--- config.mk ---
export PLATFORM = sky130hd
export DESIGN_NAME = cache_arbiter
export DESIGN_NICKNAME = d
export VERILOG_FILES = /design/src/rtl/rv32i_types.sv /design/src/rtl/arbiter_grant.sv /design/src/rtl/cache_arbiter.sv
export SDC_FILE = /design/constraint.sdc
export NUM_CORES = 1
export LEC_CHECK = 0
export ABC_CLOCK_PERIOD_IN_PS = 1740
export CORE_AREA = 3 3 540 542
export CTS_BUF_LIST = sky130_fd_sc_hd__clkbuf_8
export DETAILED_ROUTE_END_ITERATION = 10
export DIE_AREA = 0 0 543 545
export PLACE_DENSITY = 0.3
export SYNTH_ARGS = -nofsm -noshare
export SYNTH_HDL_FRONTEND = slang
export SYNTH_SLANG_ARGS = --single-unit
--- constraint.sdc ---
create_clock -name clk -period 1.74 [get_ports clk]
set_input_delay 0.261 -clock clk [delete_from_list [all_inputs] [get_ports clk]]
set_output_delay 0.261 -clock clk [all_outputs]
set_load 0.05 [all_outputs]
--- src/rtl/rv32i_types.sv ---
// Shared types for the L1-to-L2 path: cache line, arbiter FSM state, grantee id
// and the captured downstream command.
package rv32i_types;

  localparam int unsigned CACHE_LINE_W = 256;
  localparam int unsigned ADDR_W       = 32;

  typedef logic [CACHE_LINE_W-1:0] rv32i_cache_line;
  typedef logic [ADDR_W-1:0]       rv32i_word;

  typedef enum logic [1:0] {
    ARB_IDLE    = 2'd0,
    ARB_SERVE_I = 2'd1,
    ARB_SERVE_D = 2'd2,
    ARB_DONE    = 2'd3
  } arb_state_t;

  typedef enum logic {
    ARB_REQ_I = 1'b0,
    ARB_REQ_D = 1'b1
  } arb_req_t;

  // Request captured at grant time and replayed downstream until resp.
  typedef struct packed {
    rv32i_word       addr;
    rv32i_cache_line wdata;
    logic            read;
    logic            write;
  } arb_cmd_t;

endpackage

--- src/rtl/arbiter_grant.sv ---
// Combinational tie-break between I-cache and D-cache requests.
// ARB_ROUND_ROBIN_EN: ties alternate against last_grant; otherwise D wins ties.
module arbiter_grant
  import rv32i_types::*;
(
  input  logic     i_req_i,
  input  logic     d_req_i,
  input  arb_req_t last_grant_i,
  output arb_req_t grant_c
);

`ifdef ARB_ROUND_ROBIN_EN
  always_comb begin
    grant_c = ARB_REQ_D;
    if (i_req_i && !d_req_i) begin
      grant_c = ARB_REQ_I;
    end else if (i_req_i && d_req_i) begin
      grant_c = (last_grant_i == ARB_REQ_D) ? ARB_REQ_I : ARB_REQ_D;
    end
  end
`else
  // History is still tracked by the parent but has no influence here.
  logic unused_last_grant;
  assign unused_last_grant = (last_grant_i == ARB_REQ_D);

  always_comb begin
    grant_c = ARB_REQ_D;
    if (i_req_i && !d_req_i) begin
      grant_c = ARB_REQ_I;
    end
  end
`endif

endmodule

--- src/rtl/cache_arbiter.sv ---
// Shares one pmem/L2 port between the L1 I-cache and D-cache, one full line
// transaction at a time. Tie policy selected by ARB_ROUND_ROBIN_EN (see arbiter_grant).
module cache_arbiter
  import rv32i_types::*;
(
  input  logic                    clk,
  input  logic                    rst_n,
  input  logic [ADDR_W-1:0]       i_pmem_address,
  input  logic                    i_pmem_read,
  output logic [CACHE_LINE_W-1:0] i_pmem_rdata,
  output logic                    i_pmem_resp,
  input  logic [ADDR_W-1:0]       d_pmem_address,
  input  logic [CACHE_LINE_W-1:0] d_pmem_wdata,
  input  logic                    d_pmem_read,
  input  logic                    d_pmem_write,
  output logic [CACHE_LINE_W-1:0] d_pmem_rdata,
  output logic                    d_pmem_resp,
  output logic [ADDR_W-1:0]       pmem_address,
  output logic [CACHE_LINE_W-1:0] pmem_wdata,
  output logic                    pmem_read,
  output logic                    pmem_write,
  input  logic [CACHE_LINE_W-1:0] pmem_rdata,
  input  logic                    pmem_resp
);

  arb_state_t state_q, state_d;
  arb_cmd_t   cmd_q, cmd_d;
  arb_req_t   last_grant_q, last_grant_d;
  arb_req_t   grant_c;
  logic       i_req, d_req;

  assign i_req = i_pmem_read;
  assign d_req = d_pmem_read | d_pmem_write;

  arbiter_grant u_grant (
    .i_req_i      (i_req),
    .d_req_i      (d_req),
    .last_grant_i (last_grant_q),
    .grant_c      (grant_c)
  );

  always_ff @(posedge clk or negedge rst_n) begin
    if (!rst_n) begin
      state_q <= ARB_IDLE;
    end else begin
      state_q <= state_d;
    end
  end

  always_ff @(posedge clk or negedge rst_n) begin
    if (!rst_n) begin
      cmd_q        <= '0;
      last_grant_q <= ARB_REQ_D;
    end else begin
      cmd_q        <= cmd_d;
      last_grant_q <= last_grant_d;
    end
  end

  // Grant and capture in IDLE; drop the downstream strobe on resp; DONE is a dead cycle.
  always_comb begin
    state_d      = state_q;
    cmd_d        = cmd_q;
    last_grant_d = last_grant_q;
    unique case (state_q)
      ARB_IDLE: begin
        if (i_req || d_req) begin
          last_grant_d = grant_c;
          if (grant_c == ARB_REQ_I) begin
            state_d     = ARB_SERVE_I;
            cmd_d.addr  = i_pmem_address;
            cmd_d.wdata = '0;
            cmd_d.read  = 1'b1;
            cmd_d.write = 1'b0;
          end else begin
            state_d     = ARB_SERVE_D;
            cmd_d.addr  = d_pmem_address;
            cmd_d.wdata = d_pmem_wdata;
            cmd_d.read  = ~d_pmem_write;
            cmd_d.write = d_pmem_write;
          end
        end
      end
      ARB_SERVE_I, ARB_SERVE_D: begin
        if (pmem_resp) begin
          state_d     = ARB_DONE;
          cmd_d.read  = 1'b0;
          cmd_d.write = 1'b0;
        end
      end
      ARB_DONE: begin
        state_d = ARB_IDLE;
      end
      default: begin
        state_d = ARB_IDLE;
      end
    endcase
  end

  assign pmem_address = cmd_q.addr;
  assign pmem_wdata   = cmd_q.wdata;
  assign pmem_read    = cmd_q.read;
  assign pmem_write   = cmd_q.write;

  assign i_pmem_rdata = pmem_rdata;
  assign d_pmem_rdata = pmem_rdata;
  assign i_pmem_resp  = pmem_resp && (state_q == ARB_SERVE_I);
  assign d_pmem_resp  = pmem_resp && (state_q == ARB_SERVE_D);

  // The D-cache must never read and write at once; the write is what gets served.
  d_rw_exclusive: assert property (@(posedge clk) disable iff (!rst_n)
    !(d_pmem_read && d_pmem_write));

endmodule

After elaboration in Yosys (flattened, before gate mapping)
Index checks and enable logic that the tools add are counted.
- flip-flop bits (word level): 292
- bits in latches: 0
- bits in writable memories: 0
- bits in read-only memories: 0
- input bits: 582
- output and inout bits: 804
- word-level logic and storage cells: 31
- memories kept: 0
- add/subtract/negate cells: 0
- multipliers: 0
- divide/modulo/power cells: 0
- $lt $le $gt $ge: 0
- equal/unequal tests: 5
- shift-type cells: 0
- muxes and demuxes: 8
- bitwise operators: 2
- reductions and logical operators: 11
- operators by type and width (cell ; number):
    $mux 290 ; 1
    $mux 2 ; 5
    $pmux 2 s3 ; 1
    $eq 2x2->1 const B ; 2
    $ne 2x2->1 const B ; 2
    $pmux 2 s2 ; 1
    $reduce_and 2->1 ; 2
    $logic_and 1x1->1 ; 3
    $reduce_and 3->1 ; 1
    $eq 2x1->1 const B ; 1
    $logic_not 2->1 ; 1
    $reduce_bool 2->1 ; 1
    $reduce_or 2->1 ; 1
    $logic_not 1->1 ; 1
    $logic_or 1x1->1 ; 1
    $not 1->1 ; 1
    $or 1x1->1 ; 1

Longest topological paths before layout
- word-level depth: 6
- mapped depth: 8
- depth with buffers taken out: 5

Cells and area by module
From an unflattened synthesis, not the netlist that was laid out.
- cell total of the unflattened synthesis: 1794
- area, all modules: 15696.3 um^2
- by module, submodules not included (module ; instances ; cells an instance ; area each (um^2)):
    cache_arbiter ; 1 ; 1793 ; 15690.0
    arbiter_grant ; 1 ; 1 ; 6.3

Worst setup path after synthesis
No wires, ideal clock.
- path kind: flip-flop to flip-flop
- start: register state_q[0]
- end: register state_q[0]
- arrival time: 1.647 ns
- path slack: -0.032 ns
- cell stages (with the launch flop): 7
- path buffers: 1
- clock period less this slack: 1.772 ns
- cells stage by stage: dfrtp_1 -> inv_1 -> ha_1 -> buf_2 -> or4b_1 -> o21ai_2 -> mux2_4
- word-level cells in the longest chain between the ends: 4
- elaborated cells on any way between the ends: 9
- those cells by class: eq/ne: 5; mux: 1; reduce/logical: 3
- RTL lines (what ; RTL line ; source):
    start, declared ; cache_arbiter.sv:26 ; arb_state_t state_q, state_d;
    start signal, assigned ; cache_arbiter.sv:46 ; state_q <= state_d;
    $eq 2x1->1 / $eq 2x2->1 (equally long branches) ; cache_arbiter.sv:65 ; unique case (state_q)
    $reduce_or 2->1 ; cache_arbiter.sv:65 ;
    $ne 2x2->1 (no source line) ; n/a ;
    $reduce_and 2->1 (no source line) ; n/a ;
Several ways; a longest one is shown, not always the timed one.
A chain may end at the register's enable or synchronous reset.

Worst setup path after layout
- start: register state_q[0]
- end: register cmd_q, in the netlist pmem_wdata[215]
- word-level cells in the longest chain between the ends: 2
- RTL lines (what ; RTL line ; source):
    $logic_not 2->1 ; n/a ;
    $reduce_and 2->1 (no source line) ; n/a ;
    end signal, assigned ; cache_arbiter.sv:55 ; cmd_q <= cmd_d;
    end, declared ; cache_arbiter.sv:27 ; arb_cmd_t cmd_q, cmd_d;
No other way between the ends.

==> impl_metrics.env <==
export IMPL_setup_ws_ps=-311.0
export IMPL_cts_made_buffers=60
export IMPL_r2r_slack_ps=-310
export IMPL_yosysTopAreaCell="dfrtp_1"
export IMPL_start_kind="register"
export IMPL_yosysWarnings=0
export IMPL_drt_iter0_markers=615
export IMPL_nNetsFinal=2327
export IMPL_maxCapViolCount=0
export IMPL_fillers=32890
export IMPL_cp_slowest_cell="dfrtp_1"
export IMPL_multi_input_area_um2=3406
export IMPL_ys_flop_type="dfrtp_1"
export IMPL_ir_drop_uv=681.3
export IMPL_grtUsageTotal_pct=8.959
export IMPL_clkTransAtPathRegs_ps=60
export IMPL_cts_sinks=292
export IMPL_run_status="finished with violations"
export IMPL_synth_top_area_share_pct=50.52
export IMPL_use_met1_pct=9.300
export IMPL_clk_latency_ps=790
export IMPL_synthToLayoutAreaGrowth_pct=100.1
export IMPL_io_buffers=617
export IMPL_drc=0
export IMPL_htree_num_levels=2
export IMPL_fin_setup_tns_ps=-49310
export IMPL_max_stage_delay_ps=370
export IMPL_period_minus_slack_ps=2051
export IMPL_drive_above_1_share_pct=38.82
export IMPL_period_share_pct=117.9
export IMPL_regArea_um2=7356
export IMPL_routabilityCongestion=0.7321
export IMPL_antenna_found_initial=73
export IMPL_fin_skew_ps=63.76
export IMPL_hp_class="in2reg"
export IMPL_ys_types=25
export IMPL_root_buffer="clkbuf_8"
export IMPL_synth_common_cells="buf_4 (536), dfrtp_1 (292), a22o_1 (257)"
export IMPL_clk_path_buf_depth=3
export IMPL_detail_route_wl_per_cell_um=25.23
export IMPL_critPathRequiredTime_ps=2420
export IMPL_grt_pass1_vias=12550
export IMPL_pin_count=1386
export IMPL_ys_seq_elements=292
export IMPL_dpl_hpwl_um=115600
export IMPL_routed_wl_um=140700
export IMPL_fin_util_pct=10.07
export IMPL_cellLeakagePower_nw=11.21
export IMPL_grt_max_degree=60
export IMPL_die_x_um=543
export IMPL_synth_fp_nets=1839
export IMPL_synthCells=1253
export IMPL_drt_pass1_iterations=4
export IMPL_fp_row_count=197
export IMPL_endpoint_kind="register"
export IMPL_ant_nets=0
export IMPL_cp_data_arrival_time_ps=2730
export IMPL_placed_area_um2=22240
export IMPL_synthArstFlopShare_pct=100.0
export IMPL_setup_viol=274
export IMPL_viasPerCell=2.156
export IMPL_grt_pass1_wl_um=166400
export IMPL_synth_edf_count=0
export IMPL_dieHeight_um=545
export IMPL_synth_area_per_cell_um2=11.54
export IMPL_yosysMostFrequentCell="buf_4"
export IMPL_start_util_pct=5.033
export IMPL_finalMaxSlewViolations=0
export IMPL_violations="setup timing"
export IMPL_fin_area_um2=28950
export IMPL_core_area_um2=287400
export IMPL_relSlewSlack_pct=74.87
export IMPL_max_freq_mhz=487.6
export IMPL_grt_overflow=0
export IMPL_rsz0062_at_grt="true"
export IMPL_p_per_area_nw_per_um2=2098
export IMPL_use_met3_pct=8.284
export IMPL_fin_hold_ws_ps=106.5
export IMPL_worstMarginPinSlew_ps=376.9
export IMPL_design_die_area_um2=295900
export IMPL_critPathMaxFanout=8
export IMPL_power_w=0.06074
export IMPL_cp_cell_sequence="inv_2, buf_6, ha_4, buf_6, buf_6, o21a_4, buf_12, buf_12, buf_16, buf_12, buf_8, a22o_1"
export IMPL_path_class="reg2reg"
export IMPL_met2_usage_pct=11.93
export IMPL_syn_cell_area_um2=14460
export IMPL_ys_seq_area_share_pct=50.52
export IMPL_grt_busiest_layer="met2"
export IMPL_cts_tree="yes"
export IMPL_num_vias=12020
export IMPL_ys_top_cells_by_area="dfrtp_1 (51%), buf_4 (28%), a22o_1 (16%)"
export IMPL_hold_viol=0
-- sequential cells by signal, summed over array words and instances (netlist names) --
register / flops
pmem_address: 32
pmem_write: 1
pmem_wdata: 256
pmem_read: 1
state_q: 2
-- worst paths after layout --
path / startpoint / endpoint / cells after the start
min in group asynchronous: rst_n / pmem_wdata[105] / 3
min reg2reg: pmem_wdata[164] / pmem_wdata[164] / 1
max: state_q[0] / pmem_wdata[215] / 12
max reg2reg: state_q[0] / pmem_wdata[215] / 12
min: d_pmem_wdata[102] / pmem_wdata[102] / 2
max in group asynchronous: rst_n / pmem_wdata[28] / 5
-- stage by stage --
step,instances,setup slack (ps)
final,5577,-311.0
after CTS,5505,-452.2
after floorplan,1253,3.359
after global routing,5570,-447.4
after global placement,5144,-387.2
after detailed placement,5144,-361.0
-- what timing repair did --
action,CTS,global route
buffers inserted,56,82
resized for setup,226,278
hold buffers,162,1
endpoints found under the hold margin,448,17
endpoints found under the setup margin,485,477
gates cloned,38,13
pin swaps,8,135
-- layout by cell type, fill, tap and decap left out, types with 2 or more instances in the layout --
cell type / Yosys / routed
buf_4: 536 / 192
o22ai_2: 0 / 3
o32ai_1: 2 / 2
dlygate4sd3_1: 0 / 162
inv_1: 4 / 23
clkinv_2: 0 / 8
buf_12: 0 / 163
buf_8: 0 / 53
inv_2: 0 / 2
and2_4: 0 / 2
buf_6: 1 / 79
dfrtp_1: 292 / 253
nor2_1: 65 / 62
clkdlybuf4s50_1: 0 / 324
nor2_2: 0 / 2
diode_2: 0 / 11
clkbuf_8: 0 / 70
a22o_1: 257 / 257
ha_4: 0 / 3
buf_16: 0 / 25
dfrtp_2: 0 / 39
bufinv_16: 0 / 4
o22ai_1: 33 / 2
clkbuf_16: 0 / 9
mux2i_1: 2 / 2
o22ai_4: 0 / 28
-- worst max-delay path, delay by kind of cell, from the launching register on --
family | cells | cell delay (ps)
flip-flops | 1 | 370
adder cells (fa/ha/maj) | 1 | 160
AO/OA/AOI/OAI | 2 | 300
buffers and inverters | 9 | 1070
-- final cells by class --
type | count | area share [%]
repair buffers | 1007 | 42.04
flip-flops and latches | 292 | 25.41
well taps | 3781 | 16.34
multi-input cells | 376 | 11.77
clock buffers | 70 | 3.328
clock inverters | 36 | 0.9639
diodes | 11 | 0.09510
inverters | 4 | 0.05187
-- cell families (layout without fill, tap and decap cells) --
kind of cell,after synthesis,in the layout,synth area share [%]
buffers and inverters,585,1117,29.44
AO/OA/AOI/OAI,298,298,17.47
flip-flops,292,292,50.52
AND/OR/NAND/NOR,71,71,1.990
adder cells (fa/ha/maj),4,4,0.3460
multiplexers,3,3,0.2422
other,0,11,0
-- power breakdown --
| part | switching, W | internal (W) |
|---|---|---|
| registers | 0.00309 | 0.0100 |
| clock network | 0.00361 | 0.00424 |
| logic | 0.0231 | 0.0167 |
-- metal layers --
metal,wire length (um),part of all wire [%],up-vias
met1,49520,35,5654
li1,-,-,4894
met3,29360,21,491
met5,369,0.26,-
met2,53590,38,977
met4,7848,5.6,8
(Power assumes the default switching activity.)
